**src/rtl/dice_pkg.sv**
```systemverilog
// Shared types and segment constants for the two-digit dice display.
// Segment words are active-low with bit0=a through bit6=g.
package dice_pkg;

  localparam int DIE_W = 3;
  localparam int SEG_W = 7;

  typedef logic [DIE_W-1:0] die_t;
  typedef logic [SEG_W-1:0] seg_t;

  localparam seg_t SEG_1     = 7'b1111001;
  localparam seg_t SEG_2     = 7'b0100100;
  localparam seg_t SEG_3     = 7'b0110000;
  localparam seg_t SEG_4     = 7'b0011001;
  localparam seg_t SEG_5     = 7'b0010010;
  localparam seg_t SEG_6     = 7'b0000010;
  localparam seg_t SEG_BLANK = 7'b1111111;

endpackage

```
**src/rtl/die_to_seg.sv**
```systemverilog
// Combinational die value to active-low seven-segment decoder.
// Codes outside 1..6 blank the digit rather than showing garbage.
module die_to_seg
  import dice_pkg::*;
(
  input  die_t die_i,
  output seg_t seg_o
);

  always_comb begin
    seg_o = SEG_BLANK;
    unique case (die_i)
      3'd1:    seg_o = SEG_1;
      3'd2:    seg_o = SEG_2;
      3'd3:    seg_o = SEG_3;
      3'd4:    seg_o = SEG_4;
      3'd5:    seg_o = SEG_5;
      3'd6:    seg_o = SEG_6;
      default: seg_o = SEG_BLANK;
    endcase
  end

endmodule

```
**src/rtl/dice_display.sv**
```systemverilog
// Captures a dice pair on clock_en and drives two active-low HEX digits.
// Outputs are decoded straight from the capture registers, with no extra output stage.
module dice_display
  import dice_pkg::*;
(
  input  logic             clock,
  input  logic             reset,
  input  logic             clock_en,
  input  logic [DIE_W-1:0] dice1,
  input  logic [DIE_W-1:0] dice2,
  output logic [SEG_W-1:0] HEX0,
  output logic [SEG_W-1:0] HEX1
);

  die_t d1_q, d1_d;
  die_t d2_q, d2_d;

  always_comb begin
    d1_d = d1_q;
    d2_d = d2_q;
    if (clock_en) begin
      d1_d = dice1;
      d2_d = dice2;
    end
  end

  // Reset clears to code 0, which decodes to a blank digit.
  always_ff @(posedge clock) begin
    if (reset) begin
      d1_q <= '0;
      d2_q <= '0;
    end else begin
      d1_q <= d1_d;
      d2_q <= d2_d;
    end
  end

  die_to_seg u_seg0 (
    .die_i (d1_q),
    .seg_o (HEX0)
  );

  die_to_seg u_seg1 (
    .die_i (d2_q),
    .seg_o (HEX1)
  );

endmodule

```
**config.mk**
```make
export PLATFORM = sky130hd
export DESIGN_NAME = dice_display
export DESIGN_NICKNAME = d
export VERILOG_FILES = /design/src/rtl/dice_pkg.sv /design/src/rtl/die_to_seg.sv /design/src/rtl/dice_display.sv
export SDC_FILE = /design/constraint.sdc
export NUM_CORES = 1
export LEC_CHECK = 0
export CORE_AREA = 2 2 39 41
export CTS_CLUSTER_DIAMETER = 100
export DETAILED_ROUTE_END_ITERATION = 10
export DIE_AREA = 0 0 41 43
export GPL_TIMING_DRIVEN = 0
export PLACE_DENSITY_LB_ADDON = 0.2
export SLEW_MARGIN = 5
export SYNTH_ARGS = -nofsm -noshare
export SYNTH_HDL_FRONTEND = slang
export SYNTH_SLANG_ARGS = --single-unit
export TNS_END_PERCENT = 30
```
**constraint.sdc**
```tcl
create_clock -name clock -period 1.79 [get_ports clock]
set_input_delay 0.358 -clock clock [delete_from_list [all_inputs] [get_ports clock]]
set_output_delay 0.358 -clock clock [all_outputs]
set_load 0.01 [all_outputs]
```
=== Word level (Yosys, flattened, before mapping) ===
Cells that the tools add are included.
W data, S select, Z words.

* Word-level logic and storage cells: 16
* Bits in registers: 6
* Input port bits: 9
* Output and inout bits: 14

* Mux-type cells: 2
* Equal/unequal tests: 12

{| class="wikitable"
|+ Operator list
! operator !! count
|-
| $pmux W7 S6 || 2
|-
| $eq A3 B3 Y1 const B || 6
|-
| $eq A3 B2 Y1 const B || 4
|-
| $eq A3 B1 Y1 const B || 2
|}

=== Longest topological paths before layout ===
Gate-level depths: netlist of the first run.

* Depth in word-level cells: 2
* Mapped depth: 3
* Depth with buffers taken out: 2

=== Modules after synthesis ===
Synthesis of the first run repeated with hierarchy kept, for this count alone.

* Cells, all modules: 41
* Area, all modules: 336.6 um^2

{| class="wikitable"
|+ Modules (own cells, without submodules)
! module !! cells an instance !! instances !! seq. area each (um^2) !! area an instance (um^2)
|-
| dice_display || 19 || 1 || 120.1 || 214.0
|-
| die_to_seg || 11 || 2 || 0.0 || 61.3
|}

=== Worst setup path after synthesis of the first run ===
No wires, ideal clock.

* Kind: register -> output
* Start: reg d1_q[2]
* End: out HEX0[3]
* Data arrival time: 0.908 ns
* Path slack: 0.524 ns
* Stages on the path, launching flop included: 4
* Required time: 1.432 ns
* Buffers on the path: 1
* Cell sequence: dfxtp_1 > nand2_1 > xor2_1 > buf_4

* Cells in the longest elaborated chain, start to end: 2
* Elaborated cells on any way between the ends: 7
* Classes of those cells: eq/ne: 6; mux: 1

{| class="wikitable"
|+ RTL lines
! element !! line !! RTL
|-
| start, declared || dice_display.sv:15 || <nowiki>die_t d1_q, d1_d;</nowiki>
|-
| start signal, assigned || dice_display.sv:30 || <nowiki>d1_q <= '0;</nowiki>
|-
| start signal, assigned || dice_display.sv:33 || <nowiki>d1_q <= d1_d;</nowiki>
|-
| $eq A3 B3 Y1, or another cell as far along || die_to_seg.sv:12 || <nowiki>unique case (die_i)</nowiki>
|-
| $pmux W7 S6 (*) || die_to_seg.sv:12 ||
|-
| end, declared || dice_display.sv:11 || <nowiki>output logic [SEG_W-1:0] HEX0,</nowiki>
|}

Mark *: on every way between the ends. The rest lies on a longest branch, timed or not.

=== Worst setup path after layout of the first run ===
* Start: reg d1_q[1]
* End: out HEX0[2]

The elaborated chain is that of the path after synthesis.

==> impl_summary.txt, run 1 <==
----------------------------------------------------
[Outcome]
  Result of the run ... complete, no violations

[Detailed routing]
  Routed wire length on met2 ... 333 um
  Initial DRC Count ... 6
  Highest signal layer in the routed design ... met4
  Mean number of vias per cell ... 4.111
  Post-DRT Antenna Nets ... 0
  Remaining DRCs ... 0
  Number of optimization iterations in the first detailed-route pass ... 3
  Via count of the routed design ... 333
  Routed wirelength normalized by instance count ... 8.938 um
  Met1 Routed Length ... 330 um
  Final WL ... 724 um
  Met3 Routed Length ... around 40 um

[Floorplan]
  Top-level port count ... 23
  Die outline width ... about 41 um
  Die Area ... 1763 um2
  Effective utilization at floorplan ... 24.32%
  Total core area ... 1384 um2
  Chip Height ... around 43 um
  Number of rows created at floorplan ... 14

[Setup path]
  Nature of the critical path endpoint ... output port
  R2R Path Start ... d2_q[2]
  Reg2Reg Capture Point ... d2_q[2]
  Worst reg2reg path depth ... 2
  Arrival time of the worst setup path ... 1.35 ns
  Worst R2R Setup Slack ... approximately 1.1 ns
  Worst Path Required ... 1.43 ns
  WS Path Type ... reg -> out
  Capturing instance or port of the critical path ... HEX0[2]
  Start point of the critical path ... d1_q[1]
  Critical Path Start Type ... flip-flop
  Largest fanout on the critical path ... 7

[Synthesis]
  Multiplexer fraction of the synthesized cell area ... 17.84%
  Share of synthesized area occupied by flip-flops and latches ... roughly 36%
  Basic-gate share of the synthesized area counting and, or, nand and nor cells ... 22.30%
  Ys Warns ... 0
  Number of unique standard cell types used by synthesis ... 10
  Net count of the mapped netlist ... 50
  Post-synthesis instance area ... 336.6 um2
  Cells after synthesis ... 41
  Share of the synthesized area in compound gates (AO/OA/AOI/OAI) ... 5.948%
  Combinational family with the most area after synthesis ... simple AND/OR/NAND/NOR gates
  Share of the synthesized netlist area taken by xor and xnor gates ... 10.41%
  Avg Inst Size Synth ... 8.209 um2
  Adder-cell share of the synthesized area ... 0%
  #FFs+latches synth ... 6

[Timing]
  Slew Viols, Final ... 0
  Rel. slew slack ... 85.87%
  Pin slew with the least headroom to its limit ... between 0.2 and 0.25 ns
  Final Hold Fails ... 0
  Setup_tns ... 0 ns
  Worst clock skew ... 0 ns
  Upper clock frequency limit ... 585.9 MHz
  Period Utilization, post-route ... 95.35%
  Worst Hold Margin ... 0.4188 ns
  Final min period ... 1.707 ns
  Setup repair after global routing missed its margin ... false
  Number of endpoints failing setup at the final stage ... 0

[Placed design]
  Buffers on Ports ... 21
  Half-perimeter wire length of the detailed placement result ... 560.2 um
  Routability cong. ... 0.6573
  Number of instances in the placed design ... 78
  Dpl cell area ... 566.8 um2

[Layout]
  Number of antenna repair diodes ... 0
  Count of non-filler cells in the finished layout ... 81
  Final standard cell area without fillers ... 606.8 um2
  Area Overhead vs Synth ... 80.30%
  Fin nets ... 76
  Share of layout cells above drive strength 1 ... 18.46%
  Filler Cell Count ... 140
  Sequential cell area ... 132.6 um2
  Multi-input gate area ... 190.2 um2

[Clock tree]
  Clock root cell ... clkbuf_4
  CTS clk-pin slew, worst paths ... 0.04 ns
  Later-pin clock latency in the skew report ... 0.23 ns
  Clock tree from TritonCTS ... yes
  Buffer levels on the longest clock path ... 2
  Number of sinks handled by clock tree synthesis ... 6
  CTS H-tree lvls ... 1
  CTS Buf Count ... 3
  Quantity of hold-fixing buffers added after cts ... 0
  Setup fix buffers added after clock tree synthesis ... 0

[Global route]
  Total congestion overflow after global routing ... 0
  Overall Global Routing Usage ... roughly a tenth
  Largest net degree at the start of global routing ... 8
  First-pass GRT wire length ... approximately 1200 um
  Antenna violations before repair ... 0
  Vias in the first global route ... 281

[Pwr]
  Highest ir drop seen on vdd ... 0.3876 mV
  Static leakage ... 0.2648 nW
  Total power draw ... approximately 0.39 mW
  Power per cell area ... approximately 640 nW/um2

[Run]
  Max-Cap Viols ... 0

[Min path]
  Min-delay worst type ... in -> reg

----------------------------------------------------
## flip-flops by register name, indices dropped and copies added (netlist names)
name,count
d1_q,3
d2_q,3
## Yosys cell counts
library cell | instances | area share [%]
buf_4 | 2 | 4.5
nand2b_1 | 2 | 3.7
xor2_1 | 4 | 10
dfxtp_1 | 6 | 36
buf_6 | 1 | 3.3
nand3_1 | 2 | 3.0
mux2i_1 | 6 | 18
nand2_1 | 6 | 6.7
nor2_1 | 8 | 8.9
o21ai_0 | 4 | 5.9
## metrics by stage
step | worst slack (ns) | util, %
finish | 0.08328 | 43.85
global route | 0.0002345 | 43.85
global placement | 0.09753 | 40.96
detailed placement | 0.08395 | 40.96
CTS | 0.009219 | 43.13
floorplan | 0.5236 | -
## cells in the final DEF, fill, tap and decap left out
cell type,count
dlymetal6s2s_1,4
nand3_1,2
nor2_1,8
clkdlybuf4s50_1,13
buf_6,1
dfxtp_4,2
xor2_1,4
dlygate4sd2_1,4
o21ai_0,4
buf_4,2
nand2b_1,2
mux2i_1,6
clkbuf_4,3
dfxtp_2,4
nand2_1,6
## critical path, cell delays in order (launching register included)
cell and delay (ns):
dfxtp_2 0.39, nand3_1 0.10, o21ai_0 0.08, clkdlybuf4s50_1 0.55
## cell families after synthesis
family | count (synthesis)
AO/OA/AOI/OAI | 4
XOR/XNOR | 4
buffers and inverters | 3
flip-flops | 6
multiplexers | 6
AND/OR/NAND/NOR | 18
## metal layers
metal,up-vias,track usage [%]
li1,182,-
met4,0,10.00
met1,139,13.27
met5,-,0
met3,2,3.141
met2,10,12.81
## how the worst min path moves through the flow
stage	from	to	slack [ns]	depth (start not counted)
2_1_floorplan	reset	d1_q[0]	0.43	1
3_3_place_gp	d2_q[0]	d2_q[0]	0.58	2
3_5_place_dp	d2_q[0]	d2_q[0]	0.59	2
4_1_cts	clock_en	d1_q[2]	0.42	3
5_1_grt	clock_en	d1_q[1]	0.43	3
6_report	clock_en	d1_q[2]	0.42	3
## cell type report
| cell class | instances | share of cell area [%] |
|---|---|---|
| multi-input combinational | 32 | 31.34 |
| sequential | 6 | 21.86 |
| clock buffer | 3 | 3.711 |
| timing repair buffer | 21 | 35.46 |
| buffer | 3 | 4.330 |
| tap | 16 | 3.299 |
## what timing repair did
action,4_1_cts,5_1_grt
endpoints found under the setup margin,10,4
gates resized for setup,12,4
endpoints found under the hold margin,0,0
## power by group
part           internal (mW)  switching [mW]
Combinational         0.0728          0.0421
Clock                 0.0754          0.0419
Sequential             0.143          0.0139
(Power assumes the default switching activity.)
==> inputs of run 2 (changes only) <==
--- a/config.mk
+++ b/config.mk
@@ -6,6 +6,7 @@
 export NUM_CORES = 1
 export LEC_CHECK = 0
 export CORE_AREA = 2 2 39 41
+export CTS_BUF_LIST = sky130_fd_sc_hd__clkbuf_8
 export CTS_CLUSTER_DIAMETER = 100
 export DETAILED_ROUTE_END_ITERATION = 10
 export DIE_AREA = 0 0 41 43
==> impl_summary.txt, run 2 (same netlist as run 1, synthesis figures left out) <==
----------------------------------------------------
[Outcome]
  Result of the run ... complete, no violations

[Placed design]
  Half-perimeter wire length of the detailed placement result ... 560.2 um (unchanged)
  Buffers on Ports ... 21 (unchanged)
  Routability cong. ... 0.6573 (unchanged)
  Number of instances in the placed design ... 78 (unchanged)

[Floorplan]
  Effective utilization at floorplan ... 24.32% (unchanged)
  Number of rows created at floorplan ... 14 (unchanged)
  Die outline width ... 41 um (unchanged)
  Die Area ... 1763 um2 (unchanged)
  Total core area ... 1384 um2 (unchanged)
  Chip Height ... 43 um (unchanged)
  Top-level port count ... 23 (unchanged)

[Global route]
  Overall Global Routing Usage ... 10.26% (-0.10 points)
  Antenna violations before repair ... 0 (unchanged)
  Vias in the first global route ... 286 (+1.8%)
  Largest net degree at the start of global routing ... 8 (unchanged)
  Total congestion overflow after global routing ... 0 (unchanged)
  First-pass GRT wire length ... 1193 um (+1.2%)

[Run]
  Max-Cap Viols ... 0 (unchanged)

[Timing]
  Number of endpoints failing setup at the final stage ... 0 (unchanged)
  Setup_tns ... 0 ns (unchanged)
  Setup repair after global routing missed its margin ... false
  Worst clock skew ... 0 ns (unchanged)
  Slew Viols, Final ... 0 (unchanged)
  Final min period ... 1.690 ns (-0.01689 ns)
  Rel. slew slack ... 85.83% (about the same)
  Upper clock frequency limit ... 591.8 MHz (+1.0%)
  Period Utilization, post-route ... 94.40% (-0.94 points)
  Final Hold Fails ... 0 (unchanged)
  Pin slew with the least headroom to its limit ... 0.2118 ns (+0.0005951 ns)

[Pwr]
  Sw power ... 0.1087 mW (+11%)
  Combinational cell fraction of total power ... 24.9% (-4.7 points)
  Switching share of power ... 23.17% (-2.0 points)
  P_int ... 0.3604 mW (+24%)
  Power share of the sequential group ... 33.2% (-7.0 points)
  Power per cell area ... 738.1 nW/um2 (+15%)
  Clock share of power ... 41.9% (+12 points)
  Static leakage ... 0.2807 nW (+6.0%)
  Highest ir drop seen on vdd ... 0.5033 mV (+30%)

[Layout]
  Fin nets ... 76 (unchanged)
  Commonest cells after routing, fill and taps aside ... clkdlybuf4s50_1, nor2_1, nand2_1, mux2i_1, dlymetal6s2s_1
  Area Overhead vs Synth ... 88.85%
  Most common cell after layout, fill and taps aside ... clkdlybuf4s50_1
  Largest regs ... d1_q x3, d2_q x3
  Number of antenna repair diodes ... 0 (unchanged)
  Count of non-filler cells in the finished layout ... 81 (unchanged)
  Share of layout cells above drive strength 1 ... 18.46% (unchanged)

[Clock tree]
  CTS Buf Count ... 3 (unchanged)
  Clock tree from TritonCTS ... yes
  Number of sinks handled by clock tree synthesis ... 6 (unchanged)
  Later-pin clock latency in the skew report ... 0.22 ns (about the same)
  Clock root cell ... clkbuf_8
  Quantity of hold-fixing buffers added after cts ... 0 (unchanged)
  CTS clk-pin slew, worst paths ... 0.04 ns (about the same)
  Setup fix buffers added after clock tree synthesis ... 0 (unchanged)
  CTS H-tree lvls ... 1 (unchanged)
  Buffer levels on the longest clock path ... 2 (unchanged)

[Setup path]
  Max incr delay on CP ... 0.55 ns (about the same)
  CP max-delay cell ... clkdlybuf4s50_1
  Critical Path Start Type ... flip-flop
  Reg2Reg Capture Point ... d2_q[0]
  WS Path Type ... reg -> out
  Arrival time of the worst setup path ... 1.33 ns (-0.02 ns)
  R2R Path Start ... d2_q[0]
  Nature of the critical path endpoint ... output port
  Worst Path Required ... 1.43 ns (about the same)
  Worst R2R Setup Slack ... 1.14 ns (about the same)
  Cell Chain, Critical Path ... nand3_1, o21ai_0, clkdlybuf4s50_1
  Largest fanout on the critical path ... 7 (unchanged)
  Worst reg2reg path depth ... 2 (unchanged)
  Start point of the critical path ... d1_q[1]

[Min path]
  Endpoint of the worst hold-timing path ... d1_q[0]
  Cells on Worst Hold Path ... 3 (unchanged)
  Hold wc startpoint ... clock_en
  Min-delay worst type ... in -> reg

[Detailed routing]
  Mean number of vias per cell ... 4.111 (unchanged)
  Final WL ... 746 um (+3.0%)
  Number of optimization iterations in the first detailed-route pass ... 4 (+1)
  Remaining DRCs ... 0 (unchanged)
  Routed wirelength normalized by instance count ... 9.210 um (+3.0%)
  Post-DRT Antenna Nets ... 0 (unchanged)
  Initial DRC Count ... 3 (-3)
  Via count of the routed design ... 333 (unchanged)

----------------------------------------------------
==> run 2: per-stage QoR <==
step | setup slack [ns] | instance area [um2] | power (mW) | hold WS, ns | utilization (%)
6_report | 0.1002 | 635.6 | 0.4692 | 0.4388 | 45.93
5_1_grt | 0.03050 | 635.6 | 0.4938 | 0.4540 | 45.93
4_1_cts | 0.01009 | 620.6 | 0.4794 | 0.4423 | 44.85
3_5_place_dp | 0.08395 | 566.8 | 0.2835 | 0.5905 | 40.96
3_3_place_gp | 0.09753 | 566.8 | 0.2826 | 0.5812 | 40.96
2_1_floorplan | 0.5236 | 336.6 | 0.2077 | 0.4304 | -
==> run 2: layout make-up <==
type                    count  area, um2
fillers                   138      748.2
plain buffers               3      26.28
repair buffers             21      222.7
flip-flops and latches      6      135.1
multi-input cells          32      190.2
clock buffers               3      41.29
well taps                  16      20.02
==> run 2: critical path: cells and delay by family, from the launching register on <==
kind                   cells  cell delay [ns]
DFF                        1             0.39
and+or+nand+nor            1             0.10
buffers and inverters      1             0.55
AOI/OAI and AO/OA          1             0.08
==> run 2: repair_timing <==
action | in CTS | in global routing
setup endpoints to repair | 7 | 6
pin swaps | 0 | 0
gates resized for setup | 11 | 6
==> run 2: worst max-delay path by stage <==
| stage | endpoint | slack (ns) | depth (start not counted) |
|---|---|---|---|
| after floorplan | HEX0[3] | 0.52 | 3 |
| after global placement | HEX0[3] | 0.1 | 4 |
| after detailed placement | HEX0[3] | 0.08 | 4 |
| after CTS | HEX0[0] | 0.01 | 3 |
| after global routing | HEX1[2] | 0.03 | 3 |
| final | HEX0[2] | 0.10 | 3 |
==> run 2: per-layer routing <==
layer,track usage [%],wire length (um)
met4,10.00,19
met5,0,0
met3,1.571,39
met1,13.92,334
met2,12.81,351
==> run 2: power by group through the flow <==
stage	registers, mW	logic, mW	clock network, mW
6_report	0.156	0.117	0.197
4_1_cts	0.156	0.123	0.201
2_1_floorplan	0.155	0.0528	0
3_5_place_dp	0.158	0.125	0
5_1_grt	0.158	0.129	0.207
3_3_place_gp	0.158	0.124	0
==> inputs of run 3 (changes only) <==
--- a/config.mk
+++ b/config.mk
@@ -8,6 +8,7 @@
 export CORE_AREA = 2 2 39 41
 export CTS_BUF_LIST = sky130_fd_sc_hd__clkbuf_8
 export CTS_CLUSTER_DIAMETER = 100
+export CTS_CLUSTER_SIZE = 20
 export DETAILED_ROUTE_END_ITERATION = 10
 export DIE_AREA = 0 0 41 43
 export GPL_TIMING_DRIVEN = 0
==> results of run 3 <==
No change in the layout: final DEF, timing and power equal those of run 2.
